<file path="src/rtl/trigger_gate.sv">
// Trigger gate: synchronizes trig_in, enforces per-trigger deadtime and stop back-pressure, and numbers
// accepted/rejected triggers per live period. Define TRIG_TIMESTAMP_EN to timestamp accepted triggers.
module trigger_gate #(
  parameter int SYNC_STAGES = 2,
  parameter int DEADTIME    = 16,
  parameter int CNT_W       = 16
) (
  input  logic             clk,
  input  logic             rst_n,
  input  logic             live,
  input  logic             trig_in,
  input  logic             stop,
  output logic             live_rising,
  output logic             trig_accepted,
  output logic [CNT_W-1:0] event_id,
  output logic [CNT_W-1:0] n_rejected,
  output logic             busy,
  output logic [31:0]      trig_ts
);

  localparam int DEAD_W = (DEADTIME > 1) ? $clog2(DEADTIME) : 1;

  typedef enum logic [1:0] {IDLE, ARMED, DEAD} state_e;

  logic [SYNC_STAGES-1:0] sync_q;
  logic                   trig_s;
  logic                   trig_s_d_q;
  logic                   edge_q;
  logic                   live_d_q;
  logic                   live_rising_q;

  state_e                 state_q, state_d;
  logic [DEAD_W-1:0]      dead_cnt_q, dead_cnt_d;
  logic                   acc_q, acc_d;
  logic                   first_q, first_d;
  logic [CNT_W-1:0]       event_id_q, event_id_d;
  logic [CNT_W-1:0]       n_rej_q, n_rej_d;
  logic                   rej;
  logic                   period_start;

  assign trig_s = sync_q[SYNC_STAGES-1];

  // NOTE: sequential state uses non-blocking assignments so every flop samples pre-edge values.
  always_ff @(posedge clk) begin
    if (!rst_n) begin
      sync_q        <= '0;
      trig_s_d_q    <= 1'b0;
      edge_q        <= 1'b0;
      live_d_q      <= 1'b0;
      live_rising_q <= 1'b0;
    end else begin
      sync_q        <= {sync_q[SYNC_STAGES-2:0], trig_in};
      trig_s_d_q    <= trig_s;
      edge_q        <= trig_s & ~trig_s_d_q;
      live_d_q      <= live;
      live_rising_q <= live & ~live_d_q;
    end
  end

  // NOTE: every always_comb output gets a default first so no path can infer a latch.
  always_comb begin
    state_d      = state_q;
    dead_cnt_d   = dead_cnt_q;
    acc_d        = 1'b0;
    first_d      = first_q;
    event_id_d   = event_id_q;
    n_rej_d      = n_rej_q;
    rej          = 1'b0;
    period_start = 1'b0;
    if (!live) begin
      state_d    = IDLE;
      dead_cnt_d = '0;
    end else begin
      unique case (state_q)
        IDLE: begin
          if (live_rising_q) begin
            state_d      = ARMED;
            period_start = 1'b1;
          end
        end
        ARMED: begin
          if (edge_q) begin
            if (stop) begin
              rej = 1'b1;
            end else begin
              acc_d      = 1'b1;
              dead_cnt_d = DEAD_W'(DEADTIME - 1);
              state_d    = DEAD;
              event_id_d = first_q ? '0 : event_id_q + 1'b1;
              first_d    = 1'b0;
            end
          end
        end
        DEAD: begin
          rej = edge_q;
          if (dead_cnt_q == '0) state_d = ARMED;
          else                  dead_cnt_d = dead_cnt_q - 1'b1;
        end
        default: state_d = IDLE;
      endcase
      // Counters restart each live period; rejects saturate instead of wrapping.
      if (period_start) begin
        event_id_d = '0;
        n_rej_d    = '0;
        first_d    = 1'b1;
      end else if (rej && (n_rej_q != '1)) begin
        n_rej_d = n_rej_q + 1'b1;
      end
    end
  end

  always_ff @(posedge clk) begin
    if (!rst_n) begin
      state_q    <= IDLE;
      dead_cnt_q <= '0;
      acc_q      <= 1'b0;
      first_q    <= 1'b0;
      event_id_q <= '0;
      n_rej_q    <= '0;
    end else begin
      state_q    <= state_d;
      dead_cnt_q <= dead_cnt_d;
      acc_q      <= acc_d;
      first_q    <= first_d;
      event_id_q <= event_id_d;
      n_rej_q    <= n_rej_d;
    end
  end

`ifdef TRIG_TIMESTAMP_EN
  logic [31:0] ts_cnt_q, ts_cnt_d;
  logic [31:0] trig_ts_q;

  // ts_cnt reads 0 in the live_rising cycle; trig_ts shows ts_cnt of the trig_accepted cycle.
  assign ts_cnt_d = (live & ~live_d_q) ? 32'd0 :
                    (live ? ts_cnt_q + 32'd1 : ts_cnt_q);

  always_ff @(posedge clk) begin
    if (!rst_n) begin
      ts_cnt_q  <= '0;
      trig_ts_q <= '0;
    end else begin
      ts_cnt_q <= ts_cnt_d;
      if (period_start) trig_ts_q <= '0;
      else if (acc_d)   trig_ts_q <= ts_cnt_d;
    end
  end

  assign trig_ts = trig_ts_q;
`else
  assign trig_ts = 32'd0;
`endif

  assign live_rising   = live_rising_q;
  assign trig_accepted = acc_q;
  assign event_id      = event_id_q;
  assign n_rejected    = n_rej_q;
  assign busy          = (state_q == DEAD);

endmodule

</file>
<file path="config.mk">
export PLATFORM = sky130hd
export DESIGN_NAME = trigger_gate
export DESIGN_NICKNAME = d
export VERILOG_FILES = /design/src/rtl/trigger_gate.sv
export SDC_FILE = /design/constraint.sdc
export NUM_CORES = 1
export LEC_CHECK = 0
export CAP_MARGIN = 40
export CELL_PAD_IN_SITES_DETAIL_PLACEMENT = 1
export CELL_PAD_IN_SITES_GLOBAL_PLACEMENT = 1
export CORE_UTILIZATION = 25
export CTS_BUF_LIST = sky130_fd_sc_hd__clkbuf_2
export DETAILED_ROUTE_END_ITERATION = 12
export HOLD_SLACK_MARGIN = 0.1
export PLACE_DENSITY_LB_ADDON = 0.1
export SYNTH_ARGS = -nofsm -noshare
export SYNTH_HDL_FRONTEND = slang
export SYNTH_SLANG_ARGS = --single-unit
</file>
<file path="constraint.sdc">
create_clock -name clk -period 2.3 [get_ports clk]
set_input_delay 0.575 -clock clk [delete_from_list [all_inputs] [get_ports clk]]
set_output_delay 0.575 -clock clk [all_outputs]
set_load 0.03 [all_outputs]
</file>
# After elaboration in Yosys (flattened, before gate mapping)
# Cells that the tools add are included.
totals:
  reg_bits: 46
  out_inout_bits: 67
  input_bits: 5
  elab_cells: 68
op_classes:
  bitwise_logic: 4
  n_addsub: 3
  n_reduce_logical: 13
  n_eq_ne: 9
  n_mux: 28
ops:
  columns: ["cell", "n"]
  rows:
  - ["$mux 16", 7]
  - ["$add 16x1->16 const B", 2]
  - ["$ne 16x16->1 const B", 1]
  - ["$reduce_and 4->1", 4]
  - ["$mux 4", 3]
  - ["$mux 1", 11]
  - ["$mux 2", 4]
  - ["$ne 2x2->1 const B", 4]
  - ["$pmux 4 s2", 1]
  - ["$reduce_bool 2->1", 4]
  - ["$pmux 2 s3", 1]
  - ["$logic_not 4->1", 1]
  - ["$ne 2x1->1 const B", 2]
  - ["$reduce_and 2->1", 2]
  - ["$sub 4x1->4 const B", 1]
  - ["$and 1x1->1", 2]
  - ["$eq 2x1->1 const B", 1]
  - ["$eq 2x2->1 const B", 1]
  - ["$logic_not 2->1", 1]
  - ["$not 1->1", 2]
  - ["$pmux 1 s2", 1]
  - ["$logic_and 1x1->1", 1]

# Depth between registers and ports, before layout
# Gate-level depths: netlist (run 1).
logic_depth:
  word_depth: 7
  mapped_depth: 8
  ltp_nobuf: 6

# Worst setup path after synthesis (run 1)
# Ideal clock, no wire load.
synth_timing:
  kind: "flip-flop to flip-flop"
  start: "reg state_q[0]"
  end: "reg n_rej_q[11] (netlist: n_rejected[11])"
  arrival_ns: 2.304
  period_less_slack_ns: 2.378
  required_ns: 2.226
  path_stages_with_launch: 8
  n_path_buf: 1
  path_slack_ns: -0.078
  setup_ns: 0.074
  cell_sequence: "dfxtp_1 > inv_1 > ha_1 > a21oi_1 > or4_1 > clkbuf_2 > or4_1 > a31oi_1"
synth_between:
  elab_chain_len: 6
  elab_cells_between_ends: 11
  classes_between: "eq/ne: 2; mux: 5; reduce/logical: 4"
synth_rtl:
  columns: ["item", "line_no", "source"]
  rows:
  - ["start: declaration", "32", "state_e state_q, state_d;"]
  - ["start signal: assignment", "121", "state_q <= state_d;"]
  - ["$eq 2x2->1", null, null]
  - ["named net busy", "17", "output logic busy,"]
  - ["$pmux 1 s2", "74", "unique case (state_q)"]
  - ["$mux 1", "70", "if (!live) begin"]
  - ["$logic_and 1x1->1", "106", "end else if (rej && (n_rej_q != '1)) begin"]
  - ["$reduce_bool 2->1 (no source line)", null, null]
  - ["$reduce_and 2->1 (no source line)", null, null]
  - ["end signal: assignment", "126", "n_rej_q <= n_rej_d;"]
  - ["end: declaration", "37", "logic [CNT_W-1:0] n_rej_q, n_rej_d;"]
# The timed path passes the listed nets, and every way through them passes these cells. The select of a mux whose other input is x is not followed.
# A chain may end at the register's enable or synchronous reset.

# Final worst setup path (run 1)
layout_timing:
  start: "reg n_rej_q[2] (netlist: n_rejected[2])"
  end: "out n_rejected[2]"
layout_rtl:
  columns: ["item", "line_no", "source"]
  rows:
  - ["end: declaration", "16", "output logic [CNT_W-1:0] n_rejected,"]
# No word-level cell between the ends.

==> qor.yml, run 1 <==
hold_path_depth: 1
boundaryPins: 72
cp.arrival_ns: 1.65
wl_per_cell_microns: 14.9
timing.final.hold_violations: 0
ant_nets: 0
slew_headroom_pct: 65.7
htree_levels: 2
worstPathMaxFanout: 7
dr.pass1.iters: 4
n_antenna_cell: 0
leakage_nw: 1.42
yosys.area.top_type: "dfxtp_1"
whs_ns: 0.404
outcome: "completed"
dp_cells: 522
drc: 0
netlist_area_sq_mm: 0.00273
hold_class: "register to register"
io_buffer_count: 39
die_w_microns: 107
die_y_microns: 107
grtUsageTotal_pct: 14.6
start_kind: "register"
core_area_sq_mm: 0.0105
drtIter0Drc: 52
cts_made_buffers: 5
required_ns: 1.73
row_count: 37
fin_ws_ns: 0.0797
reg2reg_depth: 6
clk_latency_ns: 0.45
cts_root_buffer: "clkbuf_2"
crit_path_end_kind: "primary output"
max_cap_viol_count: 0
ir_worst_vdd_mv: 0.154
fin_skew_ns: 0.0376
finalMaxSlewViolations: 0
grt_max_degree: 16
crit_path_top_delay_cell: "clkdlybuf4s50_1"
crit_chain: "buf_4 > clkdlybuf4s50_1"
synth_top_area_share_pct: 33.7
place_congestion: 0.775
die_area_sq_mm: 0.0113
yosysWarnings: 0
fmax_mhz: 450
post-place-ws_ns: -0.332
areaGrowthSynthToFinish_pct: 26.5
final_cells: 530
post-dp-hpwl_microns: 5900
ys_ff_latch: 46
ys_top_cells_by_count: "46 x dfxtp_1, 32 x buf_4, 23 x nand2_1"
critical_path.max_stage_delay_ns: 0.67
worst_slew_pin_slew_ns: 0.514
grt_overflow_total: 0
final.setup.tns_ns: 0
grt_pass1_wl_microns: 13200
period_needed_ns: 2.22
timing.final.crit_share_pct: 96.5
wirelength_microns: 7880
grt_pass1_vias: 2634
clkSlewWorstSetupHoldPaths_ns: 0.25
ys_types: 55
cts_tree: "done"
p_per_area_mw_per_mm2: 396
cts.sinks: 46
final_layout_size_suffix_gt1_share_pct: 13.2
num-fill-cells: 1285
synth_area_per_cell_sq_um: 8.35
synth-async-reset-ratio_pct: 0
yosysMostFrequentCell: "dfxtp_1"
reg2reg_slack_ns: 0.08
synth_area_leaders: "dfxtp_1 34%, buf_4 8.8%, ha_1 3.7%"
cts_max_path_buffers: 2
antenna_found_initial: 0
setup_viol: 0
syn_inst: 327
power.total_w: 0.00137
start_util_pct: 26.1
yosysSeqAreaShare_pct: 33.7
synth_top_flop_cell: "dfxtp_1"
cts_setup_buffers: 0
dr_total_vias: 2585
criticalPathCategory: "register to primary output"
synth_edf_count: 0
via_per_inst: 4.88
nNetsFinal: 406
-- critical path, delay by kind of cell, from the launching register on --
| family | cells | cell delay (ns) |
|---|---|---|
| buffers and inverters | 2 | 0.82 |
| DFF | 1 | 0.40 |
-- cell type report --
type / count / area [sq um] / area share (%)
clock buffers: 5 / 25.0 / 0.724
clock inverters: 3 / 16.3 / 0.471
repair buffers: 72 / 677 / 19.6
multi-input cells: 257 / 1600 / 46.4
flip-flops and latches: 46 / 922 / 26.7
inverters: 11 / 41.3 / 1.19
well taps: 136 / 170 / 4.92
-- stage by stage --
step | area [sq um] | util (%)
global placement | 3380 | 32.3
floorplan | 2850 | -
global route | 3460 | 33.0
finish | 3460 | 33.0
CTS | 3420 | 32.7
detailed placement | 3380 | 32.3
-- flip-flops by register name, summed over array words and instances, names as in the netlist --
| register | cells |
|---|---|
| n_rejected | 16 |
| live_d_q | 1 |
| live_rising | 1 |
| sync_q | 2 |
| state_q | 2 |
| edge_q | 1 |
| first_q | 1 |
| event_id | 16 |
| trig_accepted | 1 |
| dead_cnt_q | 4 |
| trig_s_d_q | 1 |
-- report_power, final --
part	switching (W)	leakage [nW]	internal [W]
registers	0.00000737	0.372	0.000809
logic	0.000144	1.02	0.0000531
clock network	0.000287	0.0264	0.0000692
total	0.000438	1.42	0.000931
-- cell families after synthesis --
family / Yosys count / synth area share [%]
AO/OA/AOI/OAI: 79 / 20.7
buffers and inverters: 55 / 12.0
adder cells (fa/ha/maj): 8 / 3.66
multiplexers: 2 / 0.733
other: 1 / 0.137
XOR/XNOR: 6 / 1.92
flip-flops: 46 / 33.7
AND/OR/NAND/NOR: 130 / 27.1
-- cell usage in the layout, fill, tap and decap left out, types with 10 or more instances in the layout --
cell,Yosys,layout
nand3_1,16,16
a21oi_1,16,16
clkdlybuf4s50_1,0,26
nor2_1,16,16
o21ai_0,10,10
dfxtp_1,46,45
inv_1,11,11
dlymetal6s2s_1,0,11
buf_4,32,32
nand4_1,10,10
or4_1,11,10
conb_1,1,32
nand2_1,23,23
-- metal layers --
metal  track usage, %  part of all wire [%]  vias to the layer above  routed length [microns]
li1                 -                     -                     1301                        -
met1             19.0                    50                     1232                     3910
met2             24.4                    46                       41                     3620
met3             2.64                   3.0                       11                      238
met4             4.60                   1.4                        0                      108
met5                0                     0                        -                        0
-- final timing paths --
kind                               startpoint        endpoint
worst max-delay path            n_rejected[2]   n_rejected[2]
worst min-delay path                 live_d_q     live_rising
worst max register to register     state_q[1]  n_rejected[14]
worst min register to register       live_d_q     live_rising
-- repair_timing --
item                       CTS  global route
pin swaps                    0             0
setup endpoints to repair    2            15
hold buffers                 0             0
gates cloned                 0             0
resized for setup            2            14
Note: power is estimated with default switching activity, not from simulation.
==> run 2, diff against run 1 <==
--- a/config.mk
+++ b/config.mk
@@ -10,6 +10,7 @@
 export CELL_PAD_IN_SITES_GLOBAL_PLACEMENT = 1
 export CORE_UTILIZATION = 25
 export CTS_BUF_LIST = sky130_fd_sc_hd__clkbuf_2
+export CTS_CLUSTER_SIZE = 25
 export DETAILED_ROUTE_END_ITERATION = 12
 export HOLD_SLACK_MARGIN = 0.1
 export PLACE_DENSITY_LB_ADDON = 0.1
==> constraint.sdc (replaced) <==
create_clock -name clk -period 2.3 [get_ports clk]
set_input_delay 0.575 -clock clk [delete_from_list [all_inputs] [get_ports clk]]
set_output_delay 0.575 -clock clk [all_outputs]
set_load 0.1 [all_outputs]
==> run 2 against run 1 <==
Wire length up 2.2%. Final cell count fell by 0.57%. Die area stayed put. Hold slack improved by 0.0012 ns. Global-route usage increased by 0.29 points. First-iteration DRC count increased by 33%. Maximum frequency is 1.7% higher. Non-clock buffer count fell by 3. Clock skew about the same. Clock power rose by 11%. Design area down 2.6%. Largest cell class unchanged. Total power is 15% higher.
==> qor.yml, run 2 (synthesis results as in run 1) <==
outcome: "completed"
cts_made_buffers: 5  # unchanged
wl_per_cell_microns: 15.3  # +2.8%
core_area_sq_mm: 0.0105  # unchanged
final_cell_mix: "64 x buf_4, 32 x conb_1, 28 x dfxtp_1"
setup_viol: 0  # unchanged
layout.cells.most_common: "buf_4"
r2r_start: "state_q[0]"
timing.final.hold_violations: 0  # unchanged
via_per_inst: 5.01  # +2.6%
utilization_pct: 32.2  # -0.86 points
cts_tree: "done"
dr.pass1.iters: 4  # unchanged
grt_overflow_total: 0  # unchanged
power.total_w: 0.00158  # +15%
drtIter0Drc: 69  # +33%
start_kind: "register"
io_buffer_count: 39  # unchanged
num-fill-cells: 1294  # +0.70%
grt_pass1_vias: 2651  # +0.65%
post-dp-hpwl_microns: 6120  # +3.8%
max_cap_viol_count: 0  # unchanged
drc: 0  # unchanged
startpoint: "state_q[0]"
worstPathMaxFanout: 5  # -2
dpl_cell_area_sq_mm: 0.00331  # -2.2%
final_layout_size_suffix_gt1_share_pct: 26.6  # +13 points
hold_class: "register to register"
cp.arrival_ns: 2.62  # +0.97 ns
fin_skew_ns: 0.0372  # -0.000460 ns
required_ns: 2.73  # +1.00 ns
n_antenna_cell: 0  # unchanged
start_util_pct: 26.1  # unchanged
dr_total_vias: 2638  # +2.1%
crit_path_end_kind: "register"
antenna_found_initial: 0  # unchanged
grt_pass1_wl_microns: 13400  # +0.99%
fin_ws_ns: 0.116  # +0.0365 ns
nNetsFinal: 403  # -0.74%
die_y_microns: 107  # unchanged
p_per_area_mw_per_mm2: 469  # +18%
place_congestion: 0.735  # -5.1%
htree_levels: 2  # unchanged
die_area_sq_mm: 0.0113  # unchanged
leakage_nw: 1.27  # -10%
criticalPathCategory: "register to register"
grtUsageTotal_pct: 14.9  # +0.29 points
cts_max_path_buffers: 2  # unchanged
cts.sinks: 46  # unchanged
worstHoldStart: "live_d_q"
timing.final.crit_share_pct: 95.0  # -1.6 points
wirelength_microns: 8060  # +2.2%
cts_root_buffer: "clkbuf_2"
fmax_mhz: 458  # +1.7%
post-place-ws_ns: -0.318  # +0.0138 ns
rsz0062_at_grt: "false"
die_w_microns: 107  # unchanged
finalMaxSlewViolations: 0  # unchanged
clkSlewWorstSetupHoldPaths_ns: 0.31  # +0.06 ns
grt_max_degree: 17  # +1
ant_nets: 0  # unchanged
ir_worst_vdd_mv: 0.155  # +1.2%
areaGrowthSynthToFinish_pct: 23.2
final.setup.tns_ns: 0  # unchanged
boundaryPins: 72  # unchanged
clk_latency_ns: 0.47  # +0.02 ns
fin_area_sq_mm: 0.00337  # -2.6%
period_needed_ns: 2.18  # -0.0365 ns
row_count: 37  # unchanged
-- run 2: worst paths after layout --
path	end	depth (start not counted)	slack (ns)
setup / recovery	n_rejected[14]	6	0.12
hold / removal	live_rising	1	0.40
setup reg to reg	n_rejected[14]	6	0.12
hold reg to reg	live_rising	1	0.40
-- run 2: worst max-delay path, stage by stage, from the launching register on --
cell and delay [ns]:
dfxtp_4 0.43, inv_1 0.08, ha_1 0.31, nand2_1 0.08, or4b_1 0.58, or4_1 0.52
a31oi_1 0.18
-- run 2: metrics by stage --
| step | std cells | hold slack (ns) |
|---|---|---|
| 3_5_place_dp | 519 | 0.384 |
| 6_report | 527 | 0.405 |
| 5_1_grt | 527 | 0.416 |
| 2_1_floorplan | 358 | 0.361 |
| 3_3_place_gp | 519 | 0.368 |
| 4_1_cts | 527 | 0.411 |
-- run 2: power by group --
group / total (W) / switching (W) / internal (W)
clock: 0.000398 / 0.000320 / 0.0000780
sequential: 0.000816 / 0.00000730 / 0.000808
combinational: 0.000366 / 0.000314 / 0.0000519
total: 0.00158 / 0.000642 / 0.000938
-- run 2: layout make-up --
class                   count  area, sq um  share of cell area [%]
multi-input cells         257         1620                    48.1
clock buffers               5         25.0                   0.743
flip-flops and latches     46          946                    28.1
clock inverters             3         23.8                   0.706
inverters                  11         41.3                    1.23
well taps                 136          170                    5.06
repair buffers             69          541                    16.1
-- run 2: routing by layer --
metal	track usage [%]	part of all wire, %	wire [microns]	vias to the layer above
met5	0	0	0	-
met4	4.99	2.0	159	0
met3	2.33	2.9	236	15
met2	25.8	49	3920	52
met1	18.7	46	3750	1281
li1	-	-	-	1290
-- run 2: what timing repair did --
item | in CTS | in global routing
resized for setup | 0 | 4
hold buffers | 0 | 0
buffers inserted | 0 | 0
endpoints found under the hold margin | 0 | 0
endpoints found under the setup margin | 0 | 12
